### src/rtl/ps2_rx_fifo_pkg.sv
// Shared definitions for the PS/2 receiver: FSM encoding, default parameters
// and the frame parity helper.
package ps2_pkg;

    localparam int DEF_FIFO_DEPTH = 8;
    localparam int DEF_FILTER_LEN = 8;
    localparam int DEF_TIMEOUT    = 5000;
    localparam int BYTE_W         = 8;

    typedef enum logic [1:0] {
        IDLE   = 2'd0,
        DATA   = 2'd1,
        PARITY = 2'd2,
        STOP   = 2'd3
    } rx_state_t;

    // Odd parity: data bits plus parity bit must hold an odd number of ones.
    function automatic logic odd_parity_ok(input logic [BYTE_W-1:0] b, input logic p);
        return ^{b, p};
    endfunction

endpackage

### src/rtl/ps2_rx_fifo_if.sv
// Host-side bundle of the PS/2 receiver: raw PS/2 lines, read strobe and the
// FIFO head / status outputs.
interface ps2_rx_fifo_if;
    import ps2_pkg::*;

    logic              ps2_clk;
    logic              ps2_data;
    logic              rdn;
    logic [BYTE_W-1:0] data;
    logic              ready;
    logic              overflow;
    logic              parity_err;

    modport master (output ps2_clk, ps2_data, rdn,
                    input  data, ready, overflow, parity_err);
    modport slave  (input  ps2_clk, ps2_data, rdn,
                    output data, ready, overflow, parity_err);

endinterface

### src/rtl/ps2_rx_fifo_sync_fifo.sv
// Single-clock FIFO with extra-MSB pointers; a push into a full FIFO is
// accepted only when a pop frees the head slot in the same cycle.
module sync_fifo #(
    parameter int WIDTH = 8,
    parameter int DEPTH = 8
) (
    input  logic             clk,
    input  logic             clrn,
    input  logic             push,
    input  logic             pop,
    input  logic [WIDTH-1:0] din,
    output logic             full,
    output logic             empty,
    output logic [WIDTH-1:0] head
);
    localparam int AW = $clog2(DEPTH);

    logic [WIDTH-1:0] mem [DEPTH];
    logic [AW:0]      wr_ptr;
    logic [AW:0]      rd_ptr;
    logic             wr_en;
    logic             rd_en;

    assign empty = (wr_ptr == rd_ptr);
    assign full  = (wr_ptr[AW] != rd_ptr[AW]) && (wr_ptr[AW-1:0] == rd_ptr[AW-1:0]);
    assign wr_en = push && (!full || pop);
    assign rd_en = pop && !empty;
    assign head  = empty ? '0 : mem[rd_ptr[AW-1:0]];

    always_ff @(posedge clk or negedge clrn) begin
        if (!clrn) begin
            wr_ptr <= '0;
            rd_ptr <= '0;
        end else begin
            if (wr_en) wr_ptr <= wr_ptr + 1'b1;
            if (rd_en) rd_ptr <= rd_ptr + 1'b1;
        end
    end

    always_ff @(posedge clk) begin
        if (wr_en) mem[wr_ptr[AW-1:0]] <= din;
    end

endmodule

### src/rtl/ps2_rx_fifo.sv
// PS/2 keyboard receiver: synchronizer, clock glitch filter, frame FSM with
// inactivity timeout, and a byte FIFO read through an active-low strobe.
//
//   state  | meaning
//   IDLE   | waiting for a start bit (data=0 on a clock falling edge)
//   DATA   | shifting in 8 data bits, LSB first
//   PARITY | capturing the parity bit and checking odd parity
//   STOP   | checking the stop bit, pushing the byte or flagging an error
module ps2_rx_fifo
    import ps2_pkg::*;
#(
    parameter int FIFO_DEPTH = DEF_FIFO_DEPTH,
    parameter int FILTER_LEN = DEF_FILTER_LEN,
    parameter int TIMEOUT    = DEF_TIMEOUT
) (
    input  logic          clk,
    input  logic          clrn,
    ps2_rx_fifo_if.slave  bus
);
    localparam int FW = $clog2(FILTER_LEN + 1);
    localparam int TW = $clog2(TIMEOUT + 1);

    logic [1:0]        clk_s, dat_s;
    logic              clk_f, clk_f_d;
    logic [FW-1:0]     flt_cnt;
    logic              bit_evt, ps2_bit;

    rx_state_t         state, nstate;
    logic [BYTE_W-1:0] shreg;
    logic [2:0]        bit_cnt;
    logic              par_ok;
    logic [TW-1:0]     tmo_cnt;
    logic              tmo_hit;
    logic              push, perr;

    logic              full, empty, pop;
    logic [BYTE_W-1:0] head;
    logic              ovf;

    // The filter level only moves after FILTER_LEN consecutive disagreeing samples.
    always_ff @(posedge clk or negedge clrn) begin
        if (!clrn) begin
            clk_s   <= 2'b11;
            dat_s   <= 2'b11;
            clk_f   <= 1'b1;
            clk_f_d <= 1'b1;
            flt_cnt <= FW'(FILTER_LEN - 1);
        end else begin
            clk_s   <= {clk_s[0], bus.ps2_clk};
            dat_s   <= {dat_s[0], bus.ps2_data};
            clk_f_d <= clk_f;
            if (clk_s[1] == clk_f) begin
                flt_cnt <= FW'(FILTER_LEN - 1);
            end else if (flt_cnt == '0) begin
                clk_f   <= clk_s[1];
                flt_cnt <= FW'(FILTER_LEN - 1);
            end else begin
                flt_cnt <= flt_cnt - 1'b1;
            end
        end
    end

    assign bit_evt = clk_f_d & ~clk_f;
    assign ps2_bit = dat_s[1];
    assign tmo_hit = (state != IDLE) && !bit_evt && (tmo_cnt == '0);

    always_ff @(posedge clk or negedge clrn) begin
        if (!clrn) state <= IDLE;
        else       state <= nstate;
    end

    always_comb begin
        nstate = state;
        push   = 1'b0;
        perr   = 1'b0;
        case (state)
            IDLE:   if (bit_evt && !ps2_bit) nstate = DATA;
            DATA:   if (tmo_hit) nstate = IDLE;
                    else if (bit_evt && bit_cnt == 3'd0) nstate = PARITY;
            PARITY: if (tmo_hit) nstate = IDLE;
                    else if (bit_evt) nstate = STOP;
            STOP: begin
                if (tmo_hit) begin
                    nstate = IDLE;
                end else if (bit_evt) begin
                    nstate = IDLE;
                    if (ps2_bit && par_ok) push = 1'b1;
                    else                   perr = 1'b1;
                end
            end
            default: nstate = IDLE;
        endcase
    end

    always_ff @(posedge clk or negedge clrn) begin
        if (!clrn) begin
            shreg   <= '0;
            bit_cnt <= '0;
            par_ok  <= 1'b0;
            tmo_cnt <= '0;
        end else begin
            if (bit_evt) begin
                case (state)
                    IDLE:    bit_cnt <= 3'd7;
                    DATA: begin
                        shreg   <= {ps2_bit, shreg[BYTE_W-1:1]};
                        bit_cnt <= bit_cnt - 1'b1;
                    end
                    PARITY:  par_ok <= odd_parity_ok(shreg, ps2_bit);
                    default: ;
                endcase
            end
            // Reloaded on every bit event; reaching zero mid-frame aborts it.
            if (nstate == IDLE)    tmo_cnt <= '0;
            else if (bit_evt)      tmo_cnt <= TW'(TIMEOUT - 1);
            else if (tmo_cnt != '0) tmo_cnt <= tmo_cnt - 1'b1;
        end
    end

    assign pop = !bus.rdn && !empty;

    sync_fifo #(
        .WIDTH (BYTE_W),
        .DEPTH (FIFO_DEPTH)
    ) u_fifo (
        .clk   (clk),
        .clrn  (clrn),
        .push  (push),
        .pop   (pop),
        .din   (shreg),
        .full  (full),
        .empty (empty),
        .head  (head)
    );

    // A simultaneous pop makes room, so only an unpaired push into full drops.
    always_ff @(posedge clk or negedge clrn) begin
        if (!clrn)                 ovf <= 1'b0;
        else if (pop)              ovf <= 1'b0;
        else if (push && full)     ovf <= 1'b1;
    end

    assign bus.data       = head;
    assign bus.ready      = !empty;
    assign bus.overflow   = ovf;
    assign bus.parity_err = perr;

endmodule

### src/flat_wrapper.sv
// flat-port wrapper written by rule: the top's interface ports become plain ports
module ps2_rx_fifo_flat import ps2_pkg::*;
#(
    parameter int FIFO_DEPTH = DEF_FIFO_DEPTH,
    parameter int FILTER_LEN = DEF_FILTER_LEN,
    parameter int TIMEOUT    = DEF_TIMEOUT
)
  (clk, clrn, bus_ps2_clk, bus_ps2_data, bus_rdn, bus_data, bus_ready, bus_overflow, bus_parity_err);
  ps2_rx_fifo_if bus_i ();
  input  logic clk;
  input  logic clrn;
  input wire logic [$bits(bus_i.ps2_clk)-1:0] bus_ps2_clk;
  input wire logic [$bits(bus_i.ps2_data)-1:0] bus_ps2_data;
  input wire logic [$bits(bus_i.rdn)-1:0] bus_rdn;
  output wire logic [$bits(bus_i.data)-1:0] bus_data;
  output wire logic [$bits(bus_i.ready)-1:0] bus_ready;
  output wire logic [$bits(bus_i.overflow)-1:0] bus_overflow;
  output wire logic [$bits(bus_i.parity_err)-1:0] bus_parity_err;
  assign bus_i.ps2_clk = bus_ps2_clk;
  assign bus_i.ps2_data = bus_ps2_data;
  assign bus_i.rdn = bus_rdn;
  assign bus_data = bus_i.data;
  assign bus_ready = bus_i.ready;
  assign bus_overflow = bus_i.overflow;
  assign bus_parity_err = bus_i.parity_err;
  ps2_rx_fifo #(.FIFO_DEPTH(FIFO_DEPTH), .FILTER_LEN(FILTER_LEN), .TIMEOUT(TIMEOUT)) u_core (.clk(clk), .clrn(clrn), .bus(bus_i));
endmodule
### config.mk
export PLATFORM = sky130hd
export DESIGN_NAME = ps2_rx_fifo_flat
export DESIGN_NICKNAME = d
export VERILOG_FILES = /design/src/rtl/ps2_rx_fifo_pkg.sv /design/src/rtl/ps2_rx_fifo_if.sv /design/src/rtl/ps2_rx_fifo_sync_fifo.sv /design/src/rtl/ps2_rx_fifo.sv /design/src/flat_wrapper.sv
export SDC_FILE = /design/constraint.sdc
export NUM_CORES = 1
export LEC_CHECK = 0
export CAP_MARGIN = 20
export CORE_MARGIN = 2
export CORE_UTILIZATION = 53
export DETAILED_ROUTE_END_ITERATION = 8
export GPL_ROUTABILITY_DRIVEN = 1
export PLACE_DENSITY = 0.77
export SETUP_SLACK_MARGIN = 0.4
export SLEW_MARGIN = 20
export SYNTH_ARGS = -nofsm -noshare
export SYNTH_HDL_FRONTEND = slang
export SYNTH_SLANG_ARGS = --single-unit
### constraint.sdc
create_clock -name clk -period 6.4 [get_ports clk]
set_clock_uncertainty 0.2 [all_clocks]
set_input_delay 1.28 -clock clk [delete_from_list [all_inputs] [get_ports clk]]
set_output_delay 1.28 -clock clk [all_outputs]
set_load 0.05 [all_outputs]
# Yosys cells after proc, flatten, opt, wreduce, memory -nomap -nowiden
# Memories as Yosys holds them, arrays and structs flattened.
# Cells that the tools add are included.
[word_totals]
memories = 1
ff_bits = 46
mem_bits_ro = 0
ram_bits = 64
latch_bits = 0
[op_classes]
bitwise_logic = 3
n_eq_ne = 7
shifts = 0
add_sub_neg = 5
muxes = 27
magnitude_cmp = 0
reduce_logical = 31
div = 0
n_mul = 0
[memory_table]
columns = ["name", "words", "width", "rd", "rd_ports_with_merged_regs", "write_ports", "line_no", "rtl"]
rows = [
  ["u_core.u_fifo.mem", 8, 8, 1, 0, 1, "ps2_rx_fifo_sync_fifo.sv:18", "logic [WIDTH-1:0] mem [DEPTH];"],
]
[op_table]
columns = ["operator", "n"]
rows = [
  ["13-bit 2-to-1 mux", 3],
  ["2-bit 2-to-1 mux", 7],
  ["13-bit zero test", 1],
  ["13-bit nonzero test", 1],
  ["13-bit by 1-bit subtractor with 13-bit output, second input constant", 1],
  ["1-bit 2-to-1 mux", 12],
  ["1-bit logical AND", 10],
  ["9-bit parity", 1],
  ["4-bit by 1-bit adder with 4-bit output, second input constant", 2],
  ["4-bit 2-to-1 mux", 2],
  ["8-bit 2-to-1 mux", 1],
  ["2-bit one-hot mux with 4 select lines", 1],
  ["2-bit AND reduction", 4],
  ["3-bit one-hot mux with 2 select lines", 1],
  ["2-bit nonzero test", 3],
  ["1-bit zero test", 5],
  ["2-bit == test, second input constant", 2],
  ["4-bit == test", 1],
  ["2-bit zero test", 2],
  ["4-bit zero test", 1],
  ["4-bit by 1-bit subtractor with 4-bit output, second input constant", 1],
  ["3-bit == test", 1],
  ["3-bit zero test", 1],
  ["3-bit nonzero test", 1],
  ["other kinds (7)", 8],
]

# Logic depth before layout (Yosys ltp)
[logic_depth]
ltp_word = 10
mapped_depth = 7

# Modules after synthesis
# Synthesis repeated with hierarchy kept, for this count alone.
[unflattened]
hier_cells = 320
hier_area_um2 = 4898.4
[by_module_without_submodules]
columns = ["module", "n_inst", "cells_each", "seq_area_each_um2", "area_each_um2"]
rows = [
  ["sync_fifo", 1, 157, 2122.0, 3025.4],
  ["ps2_rx_fifo", 1, 163, 962.2, 1873.0],
]

# Worst setup path before layout
# OpenSTA, ideal clock, no wires.
[synth_path]
path_kind = "reg-to-output"
start = "register u_core.u_fifo.rd_ptr[0]"
end = "output port bus_data[0]"
arrival_ps = 1828
path_buffers = 2
path_stages_with_launch = 6
required_ps = 4920
setup_slack_ps = 3092
cell_sequence = "dfrtp_1 buf_4 buf_2 mux4_2 mux2i_1 nor2_1"
[synth_via]
elab_chain_cells = 2
[synth_rtl]
columns = ["element", "line_no", "rtl"]
rows = [
  ["start: declaration", "ps2_rx_fifo_sync_fifo.sv:20", "logic [AW:0] rd_ptr;"],
  ["start signal: assignment", "ps2_rx_fifo_sync_fifo.sv:36", "if (rd_en) rd_ptr <= rd_ptr + 1'b1;"],
  ["memory 8 x 8 bit / 4-bit == test (equally long branches)", "--", ""],
  ["8-bit 2-to-1 mux *", "ps2_rx_fifo_sync_fifo.sv:28", "assign head = empty ? '0 : mem[rd_ptr[AW-1:0]];"],
  ["end: declaration", "flat_wrapper.sv:15", "output wire logic [$bits(bus_i.data)-1:0] bus_data;"],
]
# Mark *: on every way between the ends. The rest lies on a longest branch, timed or not.

# Worst setup path in the final report
[layout_path]
start = "register u_core.u_fifo.rd_ptr[1]"
end = "output port bus_data[7]"
# The elaborated chain is that of the path after synthesis.

==> metrics.yaml <==
status: "complete, no violations"
rsz0062_at_grt: "false"
reg2reg_from: "u_core.u_fifo.rd_ptr[1]$_DFFE_PN0P_"
synth-async-reset-ratio_pct: 41.8
nets: 337
clk_pin_slew_ns: 0.11
hold_viol: 0
htreeDepth: 3
grt_pass1_wl_um: 13100
fmax_mhz: 220
ys_seq_area_share_pct: 64.7
clock_sinks: 110
netlist_area_um2: 4770
insertion_delay_ns: 0.38
yosys_register_bits: 110
die_h_um: 98.9
core_area_um2: 8720
cts.path.max_buffers: 2
dr_wl_met2_um: 3920
vias: 2502
wl_per_cell_um: 17.6
route.met3.wl_um: 284
cp_slowest_cell: "dfrtp_1"
fin_tns_setup_ns: 0
clock-root-buffer: "clkbuf_8"
die_width_um: 98.9
p_leak_nw: 2.02
cp.required_ns: 4.92
drt-pass1-iter-count: 4
totalWireLength_um: 7730
post-route-drc-count: 0
cts_buffers: 9
dp_hpwl_um: 5210
dpl_cell_area_um2: 5010
cts_hold_buf: 0
die_area_um2: 9770
cts_resized: 0
final_max_slew_viol_count: 0
drtIter0Drc: 115
top_layer: "met4"
avgSynthCellArea_um2: 15.4
fp-row-count: 34
layout_min_cycle_time_ns: 4.55
cts_tree: "done"
ant_nets: 0
path_cells: "xor2_1 -> nor4_4 -> nor2_1 -> clkdlybuf4s50_1"
port-buffer-count: 15
gp_congestion: 0.745
synth_cell_types: 51
rr_worst_depth: 4
critical_path.endpoint_type: "primary output"
area_growth_pct: 9.44
power.density_nw_per_um2: 364
r2r_slack_ns: 3.50
grt_use_total_pct: 17.5
hold_depth: 0
worstHoldEndpoint: "u_core.clk_s[1]$_DFF_PN1_"
synth_edf_count: 64
grt_max_degree: 47
slew_headroom_pct: 39.1
worst_slew_pin_slew_ns: 0.906
arrival_ns: 3.07
stdcell_area_um2: 5220
setup_violations: 0
critical-path-top-delay-family: "flip-flops"
cp_num_buf_inv: 1
synthFlopType: "edfxtp_1"
layout_common_cells: "edfxtp_1, dfrtp_1, nor2_1"
hold_path_startpoint: "u_core.clk_s[0]$_DFF_PN1_"
post_cts_buffers: 0
finalCritPeriodShare_pct: 71.1
io_pins: 16
drt-vias-per-instance: 5.71
reg2reg_to: "u_core.u_fifo.mem[5][6]$_DFFE_PP_"
diodes: 0
cp-start-kind: "register"
max_stage_delay_ns: 0.93
hold_slack_ns: 0.164
max_cap_violations: 0
hp-class: "reg -> reg"
antenna_found_initial: 0
crit_fanout: 20
synth_nets: 321
final_layout_size_suffix_gt1_share_pct: 21.5
grt_overflow: 0
layout_commonest_cell: "edfxtp_1"
grt_pass1_vias: 2530
path_class: "reg -> out"
initial_core_util_pct: 54.7
finalPower_mw: 1.90
wl_met1_um: 3420
postSynthCellCount: 309
ir_worst_vdd_mv: 0.216
ys_warn_count: 0
[routing by layer]
layer / vias up / track usage [%]
met1: 1255 / 23.3
met3: 12 / 3.90
met2: 40 / 28.7
li1: 1195 / -
met5: - / 0
met4: 0 / 5.69
[kinds of logic (layout without fill, tap and decap cells)]
group                      count (synthesis)  after routing  share of synthesized area [%]
adders and majority gates                  7              7                           1.84
buffers and inverters                     22             43                           1.99
AOI/OAI and AO/OA                         34             34                           4.54
muxes                                     40             40                           13.0
DFF                                      110            110                           64.7
xor gates and xnor gates                  21             21                           4.14
and+or+nand+nor                           75             75                           9.86
[flip-flops by register name, summed over array words and instances, names as in the netlist]
register and count:
u_core.u_fifo.mem 64, u_core.tmo_cnt 13, u_core.shreg 8, u_core.flt_cnt 4
u_core.u_fifo.rd_ptr 4, u_core.u_fifo.wr_ptr 4, u_core.bit_cnt 3, u_core.clk_s 2
u_core.dat_s 2, u_core.state 2, u_core.bus.overflow 1, u_core.clk_f 1
u_core.clk_f_d 1, u_core.par_ok 1
[metrics by stage]
step                      std cells  utilization [%]  worst slack (ns)
final                           438             59.9              1.85
after detailed placement        422             57.4              1.96
after floorplan                 309                -              3.09
after global routing            438             59.9              1.57
after global placement          422             57.4              2.08
after CTS                       438             59.7              1.53
[synthesized netlist by cell type (all sizes together), types with 7 or more instances]
cell | n | area share [%]
a21oi | 14 | 1.6
buf | 7 | 0.79
dfrtp | 37 | 19
dfstp | 9 | 5.0
edfxtp | 64 | 40
ha | 7 | 1.8
inv | 10 | 0.79
mux2 | 14 | 3.3
mux2i | 10 | 2.1
mux4 | 16 | 7.6
nand2 | 9 | 0.71
nor2 | 26 | 2.0
xor2 | 14 | 2.6
[report_power, final]
part           total (mW)  internal [mW]  switching (mW)
logic               0.609          0.271           0.338
registers           0.881          0.802          0.0793
clock network       0.408          0.154           0.253
[worst max path at each step]
stage | from | to | slack [ns] | cells after the start
finish | u_core.u_fifo.rd_ptr[1]$_DFFE_PN0P_ | bus_data[7] | 1.85 | 4
global route | u_core.u_fifo.rd_ptr[1]$_DFFE_PN0P_ | bus_data[1] | 1.57 | 4
CTS | u_core.u_fifo.rd_ptr[1]$_DFFE_PN0P_ | bus_data[7] | 1.53 | 4
detailed placement | u_core.u_fifo.rd_ptr[1]$_DFFE_PN0P_ | bus_data[7] | 1.96 | 4
global placement | u_core.u_fifo.rd_ptr[1]$_DFFE_PN0P_ | bus_data[5] | 2.08 | 4
floorplan | u_core.u_fifo.rd_ptr[0]$_DFFE_PN0P_ | bus_data[0] | 3.09 | 5
[worst register-to-register path, cell delays in order (launching register included)]
cell     delay, ns
dfrtp_1       0.93
xor2_1        0.42
nor4b_4       0.11
a21oi_2       0.33
and4b_1       0.56
[cell type report]
class / instances / area (um^2)
sequential: 110 / 3080
inverter: 10 / 37.5
clock buffer: 9 / 124
tap: 108 / 135
clock inverter: 7 / 77.6
multi-input combinational: 177 / 1600
timing repair buffer: 17 / 163
fill: 683 / 3500
Power figures use the tool's default switching activity.
